===== src/rtl/agc_stat_accum.sv =====
// AGC statistics accumulator: windowed sum of squared magnitudes and gt/lt flag counts
// over NSAMP parallel lanes, with a fixed three-stage pipeline ahead of the accumulator.
module agc_stat_accum #(
  parameter int unsigned NSAMP       = 8,
  parameter int unsigned ABS_BITS    = 4,
  parameter int unsigned PERIOD_BITS = 24,
  parameter int unsigned SQ_BITS     = 2 * ABS_BITS + $clog2(NSAMP) + PERIOD_BITS,
  parameter int unsigned CNT_BITS    = $clog2(NSAMP) + PERIOD_BITS
) (
  input  logic                      clk_i,
  input  logic                      rst_i,
  input  logic                      start_i,
  input  logic [PERIOD_BITS-1:0]    period_i,
  input  logic                      ack_i,
  input  logic [NSAMP*ABS_BITS-1:0] abs_i,
  input  logic [NSAMP-1:0]          gt_i,
  input  logic [NSAMP-1:0]          lt_i,
  output logic                      running_o,
  output logic                      done_o,
  output logic [SQ_BITS-1:0]        sq_sum_o,
  output logic [CNT_BITS-1:0]       gt_count_o,
  output logic [CNT_BITS-1:0]       lt_count_o
);

  localparam int unsigned SqW   = 2 * ABS_BITS;
  localparam int unsigned LaneW = SqW + $clog2(NSAMP);
  localparam int unsigned PopW  = $clog2(NSAMP) + 1;

  typedef enum logic [1:0] {StIdle, StRun, StDrain, StDone} state_e;

  state_e                         state_q, state_d;
  logic [PERIOD_BITS-1:0]         cnt_q, cnt_d;
  logic [NSAMP*ABS_BITS-1:0]      s1_abs_q, s1_abs_d;
  logic [NSAMP-1:0]               s1_gt_q, s1_gt_d, s1_lt_q, s1_lt_d;
  logic                           s1_vld_q, s1_vld_d, s1_last_q, s1_last_d;
  logic [NSAMP-1:0][SqW-1:0]      s2_sq_q, s2_sq_d;
  logic [NSAMP-1:0]               s2_gt_q, s2_gt_d, s2_lt_q, s2_lt_d;
  logic                           s2_vld_q, s2_vld_d, s2_last_q, s2_last_d;
  logic [LaneW-1:0]               s3_sq_q, s3_sq_d;
  logic [PopW-1:0]                s3_gt_q, s3_gt_d, s3_lt_q, s3_lt_d;
  logic                           s3_vld_q, s3_vld_d, s3_last_q, s3_last_d;
  logic [SQ_BITS-1:0]             acc_sq_q, acc_sq_d, sq_sum_q, sq_sum_d, sq_tot;
  logic [CNT_BITS-1:0]            acc_gt_q, acc_gt_d, gt_cnt_q, gt_cnt_d, gt_tot;
  logic [CNT_BITS-1:0]            acc_lt_q, acc_lt_d, lt_cnt_q, lt_cnt_d, lt_tot;
  logic                           done_q, done_d, running_q, running_d;

  always_comb begin
    state_d = state_q;
    cnt_d   = cnt_q;
    if (start_i) begin
      state_d = StRun;
      cnt_d   = (period_i == '0) ? PERIOD_BITS'(1) : period_i;
    end else begin
      case (state_q)
        StRun: begin
          cnt_d = cnt_q - PERIOD_BITS'(1);
          if (cnt_q == PERIOD_BITS'(1)) state_d = StDrain;
        end
        StDrain: if (s3_vld_q && s3_last_q) state_d = StDone;
        StDone:  if (ack_i) state_d = StIdle;
        default: ;
      endcase
    end
    done_d    = (state_d == StDone);
    running_d = (state_d == StRun) || (state_d == StDrain);
  end

  // A start edge invalidates every in-flight tag so the aborted window contributes nothing.
  always_comb begin
    s1_abs_d  = abs_i;
    s1_gt_d   = gt_i;
    s1_lt_d   = lt_i;
    s1_vld_d  = (state_q == StRun) && !start_i;
    s1_last_d = s1_vld_d && (cnt_q == PERIOD_BITS'(1));

    for (int n = 0; n < NSAMP; n++) begin
      s2_sq_d[n] = SqW'(s1_abs_q[n*ABS_BITS +: ABS_BITS]) *
                   SqW'(s1_abs_q[n*ABS_BITS +: ABS_BITS]);
    end
    s2_gt_d   = s1_gt_q;
    s2_lt_d   = s1_lt_q;
    s2_vld_d  = s1_vld_q && !start_i;
    s2_last_d = s1_last_q;

    s3_sq_d = '0;
    s3_gt_d = '0;
    s3_lt_d = '0;
    for (int n = 0; n < NSAMP; n++) begin
      s3_sq_d = s3_sq_d + LaneW'(s2_sq_q[n]);
      s3_gt_d = s3_gt_d + PopW'(s2_gt_q[n]);
      s3_lt_d = s3_lt_d + PopW'(s2_lt_q[n]);
    end
    s3_vld_d  = s2_vld_q && !start_i;
    s3_last_d = s2_last_q;
  end

  // The final beat goes straight to the result registers so they change only on completion.
  always_comb begin
    sq_tot   = acc_sq_q + SQ_BITS'(s3_sq_q);
    gt_tot   = acc_gt_q + CNT_BITS'(s3_gt_q);
    lt_tot   = acc_lt_q + CNT_BITS'(s3_lt_q);
    acc_sq_d = acc_sq_q;
    acc_gt_d = acc_gt_q;
    acc_lt_d = acc_lt_q;
    sq_sum_d = sq_sum_q;
    gt_cnt_d = gt_cnt_q;
    lt_cnt_d = lt_cnt_q;
    if (start_i) begin
      acc_sq_d = '0;
      acc_gt_d = '0;
      acc_lt_d = '0;
    end else if (s3_vld_q) begin
      if (s3_last_q) begin
        sq_sum_d = sq_tot;
        gt_cnt_d = gt_tot;
        lt_cnt_d = lt_tot;
        acc_sq_d = '0;
        acc_gt_d = '0;
        acc_lt_d = '0;
      end else begin
        acc_sq_d = sq_tot;
        acc_gt_d = gt_tot;
        acc_lt_d = lt_tot;
      end
    end
  end

  always_ff @(posedge clk_i or posedge rst_i) begin
    if (rst_i) begin
      state_q   <= StIdle;
      cnt_q     <= '0;
      s1_abs_q  <= '0;
      s1_gt_q   <= '0;
      s1_lt_q   <= '0;
      s1_vld_q  <= 1'b0;
      s1_last_q <= 1'b0;
      s2_sq_q   <= '0;
      s2_gt_q   <= '0;
      s2_lt_q   <= '0;
      s2_vld_q  <= 1'b0;
      s2_last_q <= 1'b0;
      s3_sq_q   <= '0;
      s3_gt_q   <= '0;
      s3_lt_q   <= '0;
      s3_vld_q  <= 1'b0;
      s3_last_q <= 1'b0;
      acc_sq_q  <= '0;
      acc_gt_q  <= '0;
      acc_lt_q  <= '0;
      sq_sum_q  <= '0;
      gt_cnt_q  <= '0;
      lt_cnt_q  <= '0;
      done_q    <= 1'b0;
      running_q <= 1'b0;
    end else begin
      state_q   <= state_d;
      cnt_q     <= cnt_d;
      s1_abs_q  <= s1_abs_d;
      s1_gt_q   <= s1_gt_d;
      s1_lt_q   <= s1_lt_d;
      s1_vld_q  <= s1_vld_d;
      s1_last_q <= s1_last_d;
      s2_sq_q   <= s2_sq_d;
      s2_gt_q   <= s2_gt_d;
      s2_lt_q   <= s2_lt_d;
      s2_vld_q  <= s2_vld_d;
      s2_last_q <= s2_last_d;
      s3_sq_q   <= s3_sq_d;
      s3_gt_q   <= s3_gt_d;
      s3_lt_q   <= s3_lt_d;
      s3_vld_q  <= s3_vld_d;
      s3_last_q <= s3_last_d;
      acc_sq_q  <= acc_sq_d;
      acc_gt_q  <= acc_gt_d;
      acc_lt_q  <= acc_lt_d;
      sq_sum_q  <= sq_sum_d;
      gt_cnt_q  <= gt_cnt_d;
      lt_cnt_q  <= lt_cnt_d;
      done_q    <= done_d;
      running_q <= running_d;
    end
  end

  assign running_o  = running_q;
  assign done_o     = done_q;
  assign sq_sum_o   = sq_sum_q;
  assign gt_count_o = gt_cnt_q;
  assign lt_count_o = lt_cnt_q;

endmodule

===== config.mk =====
export PLATFORM = sky130hd
export DESIGN_NAME = agc_stat_accum
export DESIGN_NICKNAME = d
export VERILOG_FILES = /design/src/rtl/agc_stat_accum.sv
export SDC_FILE = /design/constraint.sdc
export NUM_CORES = 1
export LEC_CHECK = 0
export BUFFER_PORTS_ARGS = -buffer_cell sky130_fd_sc_hd__buf_2
export CAP_MARGIN = 20
export CORE_MARGIN = 3
export CORE_UTILIZATION = 60
export CTS_CLUSTER_DIAMETER = 60
export DETAILED_ROUTE_END_ITERATION = 8
export GPL_ROUTABILITY_DRIVEN = 0
export GPL_TIMING_DRIVEN = 0
export PLACE_DENSITY = 0.91
export SYNTH_ARGS = -nofsm -noshare
export SYNTH_HDL_FRONTEND = slang
export SYNTH_SLANG_ARGS = --single-unit

===== constraint.sdc =====
create_clock -name clk_i -period 17.8 [get_ports clk_i]
set_clock_uncertainty 0.15 [all_clocks]
set_input_delay 2.67 -clock clk_i [delete_from_list [all_inputs] [get_ports clk_i]]
set_output_delay 2.67 -clock clk_i [all_outputs]
set_load 0.01 [all_outputs]

Yosys cells after proc, flatten, opt, wreduce, memory -nomap -nowiden
Cells that the tools add are included.
- register bits after elaboration: 359
- input bits: 76
- output and inout port bits: 91
- word-level logic and storage cells: 101
- add/subtract/negate cells: 25
- multipliers: 8
- equal/unequal tests: 7
- muxes and demuxes: 17
- bitwise logic cells: 1
- reductions and logical operators: 11
- operators with widths (operator ; count):
    2-to-1 mux 27 bit ; 6
    2-to-1 mux 35 bit ; 3
    2-to-1 mux 24 bit ; 3
    multiplier 4 x 4 -> 8 bit ; 8
    adder 27 x 4 -> 27 bit ; 2
    adder 11 x 8 -> 11 bit ; 4
    adder 35 x 11 -> 35 bit ; 1
    adder 4 x 1 -> 4 bit ; 8
    equality test 24 x 1 -> 1 bit, second input constant ; 1
    logical NOT 24 bit ; 1
    subtractor 24 x 1 -> 24 bit, second input constant ; 1
    adder 10 x 8 -> 11 bit ; 1
    adder 9 x 8 -> 10 bit ; 1
    adder 8 x 8 -> 9 bit ; 1
    adder 3 x 1 -> 4 bit ; 2
    equality test 2 bit, second input constant ; 4
    2-to-1 mux 2 bit ; 4
    adder 2 x 1 -> 3 bit ; 2
    case mux 2 bit (3 select lines) ; 1
    logical AND 1 bit ; 5
    adder 1 x 1 -> 2 bit ; 2
    equality test 2 x 1 -> 1 bit, second input constant ; 2
    nonzero test 2 bit ; 2
    AND reduction 3 bit ; 1
    other kinds (3) ; 3

Logic depth before layout (Yosys ltp)
- depth after elaboration: 7
- mapped depth: 17
- depth with buffers taken out: 17

Worst setup path before layout
Ideal clock, no wire load.
- kind: input port to flip-flop
- from: input start_i
- to: register acc_sq_q[19]
- setup time: 69 ps
- arrival: 3959 ps
- required time: 17581 ps
- path slack: 13622 ps
- cell stages on the path: 7
- buffers on the path: 3
- cells stage by stage: inv_1 > and3_1 > clkbuf_1 > clkbuf_1 > buf_1 > o211ai_1 > nand3_1
- word-level cells in the longest chain between the ends: 1
- elaborated cells between the ends (all ways): 2
- classes of those cells: mux: 1; reduce/logical: 1
- ends and longest elaborated chain (what ; RTL line ; text):
    from (decl) ; 12 ; input logic start_i,
    2-to-1 mux 35 bit or nonzero test 2 bit (tied branches) ; n/a ;
    to (signal assigned) ; 173 ; acc_sq_q <= acc_sq_d;
    to (decl) ; 42 ; logic [SQ_BITS-1:0] acc_sq_q, acc_sq_d, sq_sum_q, sq_sum_d, sq_tot;
Several ways; a longest one is shown, not always the timed one.
A chain may end at the register's enable or synchronous reset.

Worst setup path after layout
- from: input start_i
- to: register acc_sq_q[31]
Same word-level chain as after synthesis.

==> reports/results.txt <==
status = completed
DR vias/cell = 5.952
Post-synth ARST share = 1.000
RSZ-0062 raised after global routing = no
Root Driver = clkbuf_16
Setup Crit Path Kind = in2reg
max_slew headroom = 0.3668
GRT Overall Usage = 0.2759
critical-path maximum fanout = 10
initial antenna violation count = 2
top-count cell post-synth = dfrtp_1
#FFs+latches synth = 351
Cell Area, Synth = 0.01758 sq mm
DP Area = 0.01896 sq mm
Crit Reg-Reg Startpoint = s2_sq_q[3]$_DFF_PP0_
area leader, netlist = dfrtp_1
Post-synth EDFFs = 0
Slew @ Worst Pin = 0.9411 ns
fmax = 206.7 MHz
wire length per cell = 18.55 um
die area = 0.03139 sq mm
H-tree lvl count = 2
area of the multi-input gates = 0.007981 sq mm
final setup fails = 0
largest net degree at the start of global routing = 140
DRT iter0 DRCs = 1358
CTS tree = built
die height = 177.2 um
Post-Syn Area per Cell = 10.26 sq um
Placed Cells = 2267
crit path to = acc_sq_q[31]$_DFFE_PP0P_
die width = 177.2 um
Port-buffer cells = 166
IO Pins = 167
Inserted Diodes = 0
via count = 13860
Core Box Area = 0.02878 sq mm
crit path launch = start_i
Ys Warns = 0
non-filler cells, final = 2329
Clock Sink Count = 351
total CTS buffers = 38
Tcrit/Tclk final = 0.2718
Syn-to-layout area delta = 14.78%
fin. max-slew vios = 0
max cap viols = 0
post-synth top area share = 0.4996
Reg area = 0.008783 sq mm
# rows = 62
fin area = 0.02018 sq mm
Reg2Reg Setup Slack = 13.47 ns
commonest cells in the netlist = dfrtp_1 (351), nand2_1 (204), o21ai_0 (185)
top_reg_cell synth = dfrtp_1
# DRC = 0
CP arrival = 5.15 ns
worst-case reg-to-reg path depth = 14
postcts setup bufs = 0
Setup TNS = 0 ns
Hold Path Class = reg2reg
Worst VDD drop = 0.1027 mV
Hold Fails Final Rpt = 0
fin nets = 2123
Worst Setup Start Kind = input pin
FILL cells = 1998
vias in the first global route = 14100
Worst setup EP type = flip-flop
Critical Path RT = 18.11 ns
hold buffer count at CTS = 0
WL final = 43210 um
initial core utilization = 0.6108
Clock transition at path regs = 0.06 ns
PostCTS Resize Cnt = 0
Hold WS = 0.1810 ns
DRT Pass-1 Iters = 7
Power Density = 113.1 mW/mm^2
layout cell share with drive strength beyond 1 = 0.1203
GRT overflow = 0
Final ANT Viol Nets = 0
synth top area cells = dfrtp_1 (50%), fa_1 (6.9%), o21ai_0 (5.3%), ha_1 (4.5%), nand2_1 (4.4%)
count of cell types in the netlist = 59
FF-to-FF End = s3_sq_q[9]$_DFF_PP0_
synthesized instance count = 1713
register area share after synthesis = 0.4996
clock buffer depth = 3
wire length of the first global-routing pass = 69320 um
Final HPWL DP = 30090 um
clk_lat worst skew = 0.53 ns
Power Total = 2.282 mW
fin crit period = 4.837 ns
Static Leak = 9.656 nW
[state kept, by name (all words and copies together) (netlist names), 27 cells and up]
signal,cells
s2_sq_q,56
gt_count_o,27
s1_abs_q,32
acc_lt_q,27
acc_gt_q,27
lt_count_o,27
sq_sum_o,35
acc_sq_q,35
[cell type report]
cell class / count / share of cell area
sequential: 351 / 0.4353
buffer: 76 / 0.01432
clock buffer: 49 / 0.05271
tap: 384 / 0.02381
timing repair buffer: 168 / 0.04390
clock inverter: 13 / 0.007627
multi-input combinational: 1146 / 0.3955
inverter: 142 / 0.02679
[critical path: stages]
cell	delay [ns]
buf_2	0.11
inv_1	0.25
and3_1	0.21
clkbuf_1	0.35
clkbuf_1	0.56
buf_1	0.66
o211ai_1	0.19
nand3_1	0.14
[cells in the final DEF, fill, tap and decap left out, types with 60 or more instances in the layout]
| master | Yosys | routed |
|---|---|---|
| a21oi_1 | 60 | 60 |
| buf_2 | 0 | 166 |
| clkbuf_1 | 70 | 75 |
| dfrtp_1 | 351 | 351 |
| fa_1 | 61 | 61 |
| ha_1 | 63 | 63 |
| inv_1 | 141 | 140 |
| nand2_1 | 204 | 204 |
| o21ai_0 | 185 | 185 |
| xnor2_1 | 73 | 73 |
[routing by layer]
| metal | track usage | routed length (um) | part of all wire |
|---|---|---|---|
| met1 | 0.3255 | 15810 | 0.37 |
| met2 | 0.4881 | 21770 | 0.50 |
| met3 | 0.04998 | 3401 | 0.079 |
| met4 | 0.1316 | 2207 | 0.051 |
| met5 | 0 | 20 | 0.00046 |
[stage by stage]
stage	worst slack [ns]	util
after floorplan	5.245	-
after global routing	12.93	0.7011
after global placement	2.041	0.6566
after detailed placement	12.59	0.6588
final	12.96	0.7011
after CTS	13.11	0.7011
[how the worst min path moves through the flow]
stage | from | endpoint | slack [ns] | cells after the start
after floorplan | s1_gt_q[0]$_DFF_PP0_ | s2_gt_q[0]$_DFF_PP0_ | 0.18 | 0
after global placement | s1_lt_q[0]$_DFF_PP0_ | s2_lt_q[0]$_DFF_PP0_ | 0.18 | 0
after detailed placement | s1_gt_q[7]$_DFF_PP0_ | s2_gt_q[7]$_DFF_PP0_ | 0.18 | 0
after CTS | s1_lt_q[7]$_DFF_PP0_ | s2_lt_q[7]$_DFF_PP0_ | 0.20 | 0
after global routing | s1_lt_q[7]$_DFF_PP0_ | s2_lt_q[7]$_DFF_PP0_ | 0.21 | 0
final | s1_lt_q[7]$_DFF_PP0_ | s2_lt_q[7]$_DFF_PP0_ | 0.18 | 0
[cell families (layout without fill, tap and decap cells)]
group | Yosys count | after routing | share of synthesized area
and+or+nand+nor | 499 | 499 | 0.1421
AOI/OAI and AO/OA | 390 | 390 | 0.1322
DFF | 351 | 351 | 0.4996
buffers and inverters | 218 | 448 | 0.04676
xor gates and xnor gates | 126 | 126 | 0.06278
adders and majority gates | 124 | 124 | 0.1143
muxes | 3 | 3 | 0.001708
other | 2 | 4 | 0.0004272
[power breakdown]
group	internal, mW	total, mW	switching, mW
clock	0.464	0.777	0.313
sequential	0.857	0.888	0.0307
combinational	0.265	0.617	0.352
No activity file was read; power rests on OpenSTA's default activity.
